===== src/rtl/radar_pulse_sequencer.sv =====
// radar_pulse_sequencer: frame sequencer for the FMC150 chirp/ADC datapath.
// Runs the chirp generator init/ready handshake, fires pulse_count chirps at a
// latched PRI and gates the ADC capture window inside every pulse.
module radar_pulse_sequencer #(
    parameter int CNT_WIDTH     = 32,
    parameter int READY_TIMEOUT = 1_000_000,
    parameter int MIN_PRI       = 4
) (
    input  logic                 clk_245_76MHz,
    input  logic                 clk_245_rst,
    input  logic                 start,
    input  logic                 abort,
    input  logic [CNT_WIDTH-1:0] pulse_count,
    input  logic [CNT_WIDTH-1:0] pri_cycles,
    input  logic [CNT_WIDTH-1:0] adc_delay,
    input  logic [CNT_WIDTH-1:0] adc_len,
    input  logic                 chirp_ready,
    input  logic                 chirp_done,
    output logic                 chirp_init,
    output logic                 chirp_enable,
    output logic                 adc_enable,
    output logic                 busy,
    output logic                 frame_done,
    output logic                 aborted,
    output logic                 ready_timeout_err,
    output logic [CNT_WIDTH-1:0] pulse_index,
    output logic [CNT_WIDTH-1:0] chirp_done_count
);

    typedef enum logic [2:0] {IDLE, INIT, WAIT_RDY, FIRE, RUN, DONE} state_t;

    localparam logic [CNT_WIDTH-1:0] TIMEOUT_LAST = CNT_WIDTH'(READY_TIMEOUT - 1);
    localparam logic [CNT_WIDTH-1:0] MIN_PRI_W    = CNT_WIDTH'(MIN_PRI);
    localparam logic [CNT_WIDTH-1:0] ONE          = CNT_WIDTH'(1);
    localparam logic [CNT_WIDTH:0]   TWO_WIDE     = (CNT_WIDTH+1)'(2);

    state_t               state;
    state_t               next_state;
    logic [CNT_WIDTH-1:0] cfg_count;
    logic [CNT_WIDTH-1:0] cfg_pri;
    logic [CNT_WIDTH-1:0] cfg_delay;
    logic [CNT_WIDTH-1:0] cfg_len;
    logic [CNT_WIDTH-1:0] offset;
    logic [CNT_WIDTH-1:0] next_offset;
    logic [CNT_WIDTH-1:0] wait_cnt;
    logic [CNT_WIDTH-1:0] next_wait_cnt;
    logic [CNT_WIDTH-1:0] next_pulse_index;
    logic [CNT_WIDTH:0]   win_sum;
    logic [CNT_WIDTH:0]   win_limit;
    logic [CNT_WIDTH:0]   win_end;
    logic                 latch_cfg;
    logic                 empty_start;
    logic                 timeout_hit;
    logic                 next_adc;
    logic                 done_q;

    // Window end = min(delay+len, PRI-2), one bit wider so the sum never wraps.
    always_comb begin
        win_sum   = {1'b0, cfg_delay} + {1'b0, cfg_len};
        win_limit = {1'b0, cfg_pri} - TWO_WIDE;
        win_end   = (win_sum < win_limit) ? win_sum : win_limit;
    end

    // Next-state logic; abort overrides every transition including start.
    always_comb begin
        next_state       = state;
        next_offset      = offset;
        next_wait_cnt    = wait_cnt;
        next_pulse_index = pulse_index;
        latch_cfg        = 1'b0;
        empty_start      = 1'b0;
        timeout_hit      = 1'b0;
        if (abort) begin
            next_state = IDLE;
        end else begin
            case (state)
                IDLE: begin
                    if (start) begin
                        if (pulse_count == '0) begin
                            empty_start = 1'b1;
                        end else begin
                            latch_cfg        = 1'b1;
                            next_pulse_index = '0;
                            next_state       = INIT;
                        end
                    end
                end
                INIT: begin
                    next_wait_cnt = '0;
                    next_state    = WAIT_RDY;
                end
                WAIT_RDY: begin
                    if (chirp_ready) begin
                        next_offset = '0;
                        next_state  = FIRE;
                    end else if (wait_cnt == TIMEOUT_LAST) begin
                        timeout_hit = 1'b1;
                        next_state  = IDLE;
                    end else begin
                        next_wait_cnt = wait_cnt + ONE;
                    end
                end
                FIRE: begin
                    next_offset = offset + ONE;
                    next_state  = RUN;
                end
                RUN: begin
                    if (offset == cfg_pri - ONE) begin
                        if (pulse_index == cfg_count - ONE) begin
                            next_state = DONE;
                        end else begin
                            next_pulse_index = pulse_index + ONE;
                            next_offset      = '0;
                            next_state       = FIRE;
                        end
                    end else begin
                        next_offset = offset + ONE;
                    end
                end
                DONE: begin
                    next_state = IDLE;
                end
                default: begin
                    next_state = IDLE;
                end
            endcase
        end
        next_adc = ((next_state == FIRE) || (next_state == RUN))
                   && (next_offset >= cfg_delay)
                   && ({1'b0, next_offset} < win_end);
    end

    // State register plus the offset/timeout counters and latched frame config.
    always_ff @(posedge clk_245_76MHz) begin
        if (clk_245_rst) begin
            state     <= IDLE;
            offset    <= '0;
            wait_cnt  <= '0;
            cfg_count <= '0;
            cfg_pri   <= '0;
            cfg_delay <= '0;
            cfg_len   <= '0;
        end else begin
            state    <= next_state;
            offset   <= next_offset;
            wait_cnt <= next_wait_cnt;
            if (latch_cfg) begin
                cfg_count <= pulse_count;
                cfg_pri   <= (pri_cycles < MIN_PRI_W) ? MIN_PRI_W : pri_cycles;
                cfg_delay <= adc_delay;
                cfg_len   <= adc_len;
            end
        end
    end

    // Registered outputs, all derived from the state being entered next cycle.
    always_ff @(posedge clk_245_76MHz) begin
        if (clk_245_rst) begin
            chirp_init        <= 1'b0;
            chirp_enable      <= 1'b0;
            adc_enable        <= 1'b0;
            busy              <= 1'b0;
            frame_done        <= 1'b0;
            aborted           <= 1'b0;
            ready_timeout_err <= 1'b0;
            pulse_index       <= '0;
            chirp_done_count  <= '0;
            done_q            <= 1'b0;
        end else begin
            chirp_init   <= (next_state == INIT);
            chirp_enable <= (next_state == FIRE);
            adc_enable   <= next_adc;
            busy         <= (next_state != IDLE);
            frame_done   <= (next_state == DONE) || empty_start;
            aborted      <= abort && busy;
            pulse_index  <= next_pulse_index;
            done_q       <= chirp_done;
            if (timeout_hit) begin
                ready_timeout_err <= 1'b1;
            end else if (latch_cfg) begin
                ready_timeout_err <= 1'b0;
            end
            if (latch_cfg) begin
                chirp_done_count <= '0;
            end else if (busy && chirp_done && !done_q) begin
                chirp_done_count <= chirp_done_count + ONE;
            end
        end
    end

endmodule


===== config.mk =====
export PLATFORM = sky130hd
export DESIGN_NAME = radar_pulse_sequencer
export DESIGN_NICKNAME = d
export VERILOG_FILES = /design/src/rtl/radar_pulse_sequencer.sv
export SDC_FILE = /design/constraint.sdc
export NUM_CORES = 1
export LEC_CHECK = 0
export ABC_AREA = 1
export CAP_MARGIN = 20
export CORE_ASPECT_RATIO = 0.9
export CORE_MARGIN = 2
export CORE_UTILIZATION = 55
export CTS_CLUSTER_SIZE = 24
export DETAILED_ROUTE_END_ITERATION = 6
export HOLD_SLACK_MARGIN = 0.08
export PLACE_DENSITY = 0.74
export SYNTH_ARGS = -nofsm -noshare
export SYNTH_HDL_FRONTEND = slang
export SYNTH_SLANG_ARGS = --single-unit

===== constraint.sdc =====
create_clock -name clk_245_76MHz -period 6.8 [get_ports clk_245_76MHz]
set_clock_uncertainty 0.1 [all_clocks]
set_input_delay 1.36 -clock clk_245_76MHz [delete_from_list [all_inputs] [get_ports clk_245_76MHz]]
set_output_delay 1.36 -clock clk_245_76MHz [all_outputs]
set_load 0.05 [all_outputs]

==> results.cfg, run 1 <==
[place]
dpl.cell_count = 3789
io_buffers = 204
gp_congestion = 0.9518
dp_hpwl_um = 54010

[detailed_routing]
wl_per_cell_um = 18.07
drtIter0Drc = 2013
route.detailed.drc = 0
finalWirelength_um = 69540
ant_nets = 0
vias_per_cell = 5.758
drt_first_pass_iters = 6
num_vias = 22164

[die]
dieWidth_um = 208.4
initial_core_util = 0.5567
die_h_um = 187.9
ios = 205
core_area_um2 = 37140
row_count = 67
die-area_um2 = 39160

[worst_setup_path]
rr_endpoint = adc_enable$_SDFF_PP0_
path_class = reg -> reg
reg2reg_setup_slack_ps = 600
cp_common_cell = nand3_1
max_stage_delay_ps = 450
crit_required_ps = 7160
endpoint_kind = flip-flop
reg2regPathDepth = 33
crit-reg2reg-launch = cfg_delay[0]$_SDFFE_PP0P_
cp.arrival_ps = 6560
cp_slowest_cell = nand3_2
startpoint_type = flip-flop
critical_path.max_fanout = 33

[final_layout]
layout-drive-gt1-share = 0.04874
num-nets-final = 3609
layout.cells.non_filler = 3849
syn_to_final_growth_pct = 17.18

[global_routing]
first_global_vias = 21228
grt_pass1_wl_um = 110900
grt_antenna_before_repair = 0
grt_util_all_layers = 0.3485
gr-total-overflow = 0
grt_max_degree = 99

[sta]
rsz0062_at_grt = no
report.final.hold_viol_count = 0
slew_violations = 0
slew_headroom = 0.3026
tightest_slew_ps = 1045
setup_violations = 0
min_period_ps = 6198
finalCritPeriodShare = 0.9115
fmax_mhz = 161.3
tns_ps = 0

[min_path]
hp-class = reg -> reg
min-delay-start = busy$_SDFF_PP0_
min_path_cells = 2
worstHoldEndpoint = aborted$_SDFF_PP0_

[clock_network]
htree_levels = 1
cts_hold_buf = 0
path_clk_slew_ps = 60
cts_resized = 0
numCtsBuffers = 31
post_cts_buffers = 0
cts_max_path_buffers = 3
clk_root_buffer_cell = clkbuf_16
cts_tree = done
clk_latency_ps = 600
numClockSinks = 267

[logic_synthesis]
synthCells = 3188
synth_cell_type_count = 67
synth-edff-count = 0
synthArstFlopShare = 0
yosysWarningCount = 0
syn_avg_cell_area_um2 = 6.485
synth-seq-cells = 267
seq_area_frac_synth = 0.2585
syn_nets = 3457
synthFlopType = dfxtp_1
yosys.area.top_type = dfxtp_1
synth_top_area_share = 0.2585
synth_area_um2 = 20670
synth_area_leaders = dfxtp_1 26%, nand2_1 15%, ha_1 8.1%

[power]
p_total_mw = 5.052
power.density_nw_per_um2 = 208.5
peakVddDrop_mv = 0.2062
total_leakage_power_nw = 10.34

[flow_run]
timing.max_cap.violations = 0

[status]
outcome = complete, no violations
[per-layer routing]
layer,GRT usage,vias up,part of all wire
met5,0,-,0
met4,0.1074,0,0.032
met3,0.05996,138,0.080
met2,0.5611,898,0.44
met1,0.4759,10316,0.45
li1,-,10812,-
[sequential cells by signal, indices dropped and copies added, names as in the netlist, 3 cells and up]
register / flops
cfg_count: 32
cfg_delay: 32
cfg_len: 32
cfg_pri: 32
chirp_done_count: 32
offset: 32
pulse_index: 32
wait_cnt: 32
state: 3
[cells in the final DEF (no fill, tap or decap), types with 5 or more instances in the layout]
cell / Yosys / final
a211oi_1: 6 / 6
a21oi_1: 161 / 161
a22o_1: 32 / 32
a22oi_2: 8 / 8
a31oi_1: 7 / 7
and2_1: 13 / 13
buf_4: 2 / 10
bufinv_16: 0 / 9
clkbuf_16: 0 / 31
clkdlybuf4s50_1: 0 / 203
clkinv_2: 1 / 7
clkinv_4: 1 / 5
dfxtp_1: 267 / 267
ha_1: 134 / 134
inv_1: 333 / 333
inv_2: 9 / 9
nand2_1: 804 / 803
nand2_2: 9 / 9
nand3_1: 150 / 149
nand3b_1: 11 / 11
nand4_1: 84 / 84
nor2_1: 371 / 367
nor2_2: 24 / 26
nor2_4: 8 / 10
nor3_1: 64 / 64
nor4_1: 41 / 41
o2111ai_1: 5 / 5
o211ai_1: 11 / 11
o21a_1: 5 / 5
o21ai_0: 190 / 190
o21ai_1: 35 / 35
o21bai_1: 13 / 13
o22ai_1: 20 / 20
or2_2: 11 / 11
xnor2_1: 49 / 49
xor2_1: 166 / 166
[cell type report]
type / count / area [um2]
multi-input cells: 2477 / 13630
fillers: 3418 / 12910
flip-flops and latches: 267 / 5345
repair buffers: 215 / 2140
inverters: 348 / 1313
clock buffers: 36 / 834.6
well taps: 483 / 604.3
clock inverters: 22 / 359.1
diodes: 1 / 2.502
[metrics by stage]
stage	cell area (um2)	utilization	setup WS (ps)	hold slack, ps
after floorplan	20670	-	1939	347.3
after global placement	23000	0.6194	746.9	360.9
after detailed placement	23000	0.6194	652.4	367.2
after CTS	24200	0.6515	606.7	384.5
after global routing	24220	0.6523	46.60	398.3
final	24230	0.6523	601.7	382.8
[synth_stat cells, types with 4 or more instances]
| cell | count |
|---|---|
| a211oi_1 | 6 |
| a21oi_1 | 161 |
| a221oi_1 | 4 |
| a22o_1 | 32 |
| a22oi_2 | 8 |
| a31oi_1 | 7 |
| and2_1 | 13 |
| and3_1 | 4 |
| buf_2 | 12 |
| buf_6 | 5 |
| clkbuf_1 | 75 |
| clkinv_1 | 4 |
| dfxtp_1 | 267 |
| ha_1 | 134 |
| inv_1 | 333 |
| inv_2 | 9 |
| nand2_1 | 804 |
| nand2_2 | 9 |
| nand3_1 | 150 |
| nand3b_1 | 11 |
| nand4_1 | 84 |
| nor2_1 | 371 |
| nor2_2 | 24 |
| nor2_4 | 8 |
| nor3_1 | 64 |
| nor4_1 | 41 |
| o2111ai_1 | 5 |
| o211ai_1 | 11 |
| o21a_1 | 5 |
| o21ai_0 | 190 |
| o21ai_1 | 35 |
| o21bai_1 | 13 |
| o22ai_1 | 20 |
| or2_2 | 11 |
| xnor2_1 | 49 |
| xor2_1 | 166 |
[critical path, delay by kind of cell (launching register included)]
kind                     cells  cell delay, ps
AND/OR/NAND/NOR             16            2040
AO/OA/AOI/OAI                8            1490
adder cells (fa/ha/maj)      4            1210
buffers and inverters        4             610
flip-flops                   1             360
XOR/XNOR                     1             260
[worst max-delay path by stage]
stage	slack (ps)	cells after the start	start	end
after floorplan	1940	32	cfg_delay[2]$_SDFFE_PP0P_	adc_enable$_SDFF_PP0_
after global placement	750	33	cfg_delay[0]$_SDFFE_PP0P_	adc_enable$_SDFF_PP0_
after detailed placement	650	33	cfg_delay[0]$_SDFFE_PP0P_	adc_enable$_SDFF_PP0_
after CTS	610	33	cfg_delay[0]$_SDFFE_PP0P_	adc_enable$_SDFF_PP0_
after global routing	50	33	cfg_delay[0]$_SDFFE_PP0P_	adc_enable$_SDFF_PP0_
final	600	33	cfg_delay[0]$_SDFFE_PP0P_	adc_enable$_SDFF_PP0_
[power by group]
| part | switching, mW | internal, mW |
|---|---|---|
| logic | 0.926 | 0.500 |
| registers | 0.0531 | 1.61 |
| clock network | 0.743 | 1.22 |
| total | 1.72 | 3.33 |
[logic make-up after synthesis]
family          synth area share
simple gates              0.3418
compound gates            0.1416
buf+inv                  0.08382
flops                     0.2585
xor+xnor                 0.09217
fa+ha+maj                0.08207
Note: power is estimated with default switching activity, not from simulation.
==> run 2, diff against run 1 <==
--- a/config.mk
+++ b/config.mk
@@ -8,7 +8,7 @@
 export ABC_AREA = 1
 export CAP_MARGIN = 20
 export CORE_ASPECT_RATIO = 0.9
-export CORE_MARGIN = 2
+export CORE_MARGIN = 10
 export CORE_UTILIZATION = 55
 export CTS_CLUSTER_SIZE = 24
 export DETAILED_ROUTE_END_ITERATION = 6
==> run 2 against run 1 <==
Compared with the run above:
- hold slack got worse by 18 ps
- critical path depth decreased by 2
- fmax increased by 4.9%
- combinational power about the same
- via count fell by 0.69%
- non-clock buffer count grew 1
- largest power group unchanged
==> results.cfg, run 2 (synthesized netlist as in run 1, its figures left out) <==
[clock_network]
numClockSinks = 267
cts_tree = done
cts_hold_buf = 0
path_clk_slew_ps = 70
cts_resized = 0
post_cts_buffers = 0
numCtsBuffers = 30
clk_latency_ps = 590
cts_max_path_buffers = 3
clk_root_buffer_cell = clkbuf_16
htree_levels = 1

[worst_setup_path]
crit_required_ps = 7230
path_class = reg -> reg
cp_slowest_cell = buf_4
endpoint_kind = flip-flop
max_stage_delay_ps = 450
startpoint_type = flip-flop
critical_path.max_fanout = 63
path_buf_inv = 2
cp.arrival_ps = 6340
crit_family = compound AO/OA/AOI/OAI gates
reg2reg_setup_slack_ps = 890

[global_routing]
first_global_vias = 20636
grtUsageMet2 = 0.4615
grt_antenna_before_repair = 0
gr-total-overflow = 0
use_met3 = 0.04677
gr-usage-met1 = 0.4181
grt_util_all_layers = 0.2960
grt_pass1_wl_um = 110100
busiest_layer = met2
grt_max_degree = 99

[sta]
min_period_ps = 5906
hold_slack_ps = 364.5
slew_headroom = 0.3094
setup_violations = 0
finalCritPeriodShare = 0.8686
report.final.hold_viol_count = 0
fmax_mhz = 169.3
rsz0062_at_grt = no
slew_violations = 0
tns_ps = 0
setup_ws_ps = 893.6
tightest_slew_ps = 1036

[power]
total_leakage_power_nw = 10.25
peakVddDrop_mv = 0.1988
p_total_mw = 4.768
power.density_nw_per_um2 = 198.2

[die]
die-area_um2 = 45750
die_h_um = 203.9
dieWidth_um = 224.4
ios = 205
row_count = 67
initial_core_util = 0.5554
core_area_um2 = 37220

[final_layout]
antenna_cells = 0
fillers = 3428
layout-drive-gt1-share = 0.04668
final_common_cell = nand2_1
syn_to_final_growth_pct = 16.36
mostFrequentLayoutCells = 803 x nand2_1, 367 x nor2_1, 333 x inv_1, 267 x dfxtp_1, 203 x clkdlybuf4s50_1
num-nets-final = 3609

[detailed_routing]
route.detailed.drc = 0
num_vias = 22010
drtIter0Drc = 1981
vias_per_cell = 5.723
wl_per_cell_um = 18.33
ant_nets = 0
finalWirelength_um = 70520
drt_first_pass_iters = 6

[place]
post-place-ws_ps = 1044
gp_congestion = 0.9799
io_buffers = 204
dp_hpwl_um = 55610

[flow_run]
timing.max_cap.violations = 0

[min_path]
hp-class = reg -> reg

[status]
outcome = complete, no violations
==> run 2: cell count changes in the layout (fill, tap and decap cells not counted), moves of 2 or more <==
cell and delta:
bufinv_16 -7, clkbuf_1 +5, clkbuf_8 +3, clkinv_2 -2, clkinv_4 -4
==> run 2: final timing paths <==
check,from,to,cells past startpoint
worst max-delay path,cfg_delay[2]$_SDFFE_PP0P_,adc_enable$_SDFF_PP0_,31
worst min register to register,busy$_SDFF_PP0_,aborted$_SDFF_PP0_,2
worst min-delay path,busy$_SDFF_PP0_,aborted$_SDFF_PP0_,2
worst max register to register,cfg_delay[2]$_SDFFE_PP0P_,adc_enable$_SDFF_PP0_,31
==> run 2: per-layer routing <==
metal	wire, um	share of wire
met5	0	0
met4	1751	0.025
met2	30210	0.43
met3	6273	0.089
met1	32280	0.46
==> run 2: cell type report <==
cell class / instances / area [um2] / area share
timing repair buffer: 216 / 2160 / 0.08977
inverter: 348 / 1313 / 0.05456
sequential: 267 / 5345 / 0.2222
clock inverter: 12 / 136.4 / 0.005669
clock buffer: 43 / 869.6 / 0.03615
multi-input combinational: 2477 / 13630 / 0.5665
tap: 483 / 604.3 / 0.02512
==> run 2: worst min-delay path: stages, from the launching register on <==
cell and delay (ps):
dfxtp_1 310, inv_1 70, nor3_1 40
==> run 2: stage by stage <==
step | instance area (um2) | utilization | std cells
2_1_floorplan | 20670 | - | 3188
5_1_grt | 24060 | 0.6463 | 3846
3_3_place_gp | 23020 | 0.6185 | 3790
3_5_place_dp | 23020 | 0.6185 | 3790
4_1_cts | 24030 | 0.6456 | 3845
6_report | 24060 | 0.6463 | 3846
==> run 2: power breakdown <==
| group | internal (mW) | leakage [nW] | switching, mW |
|---|---|---|---|
| Combinational | 0.503 | 7.60 | 0.925 |
| Clock | 0.966 | 0.487 | 0.715 |
| Sequential | 1.61 | 2.17 | 0.0510 |
| Total | 3.08 | 10.3 | 1.69 |
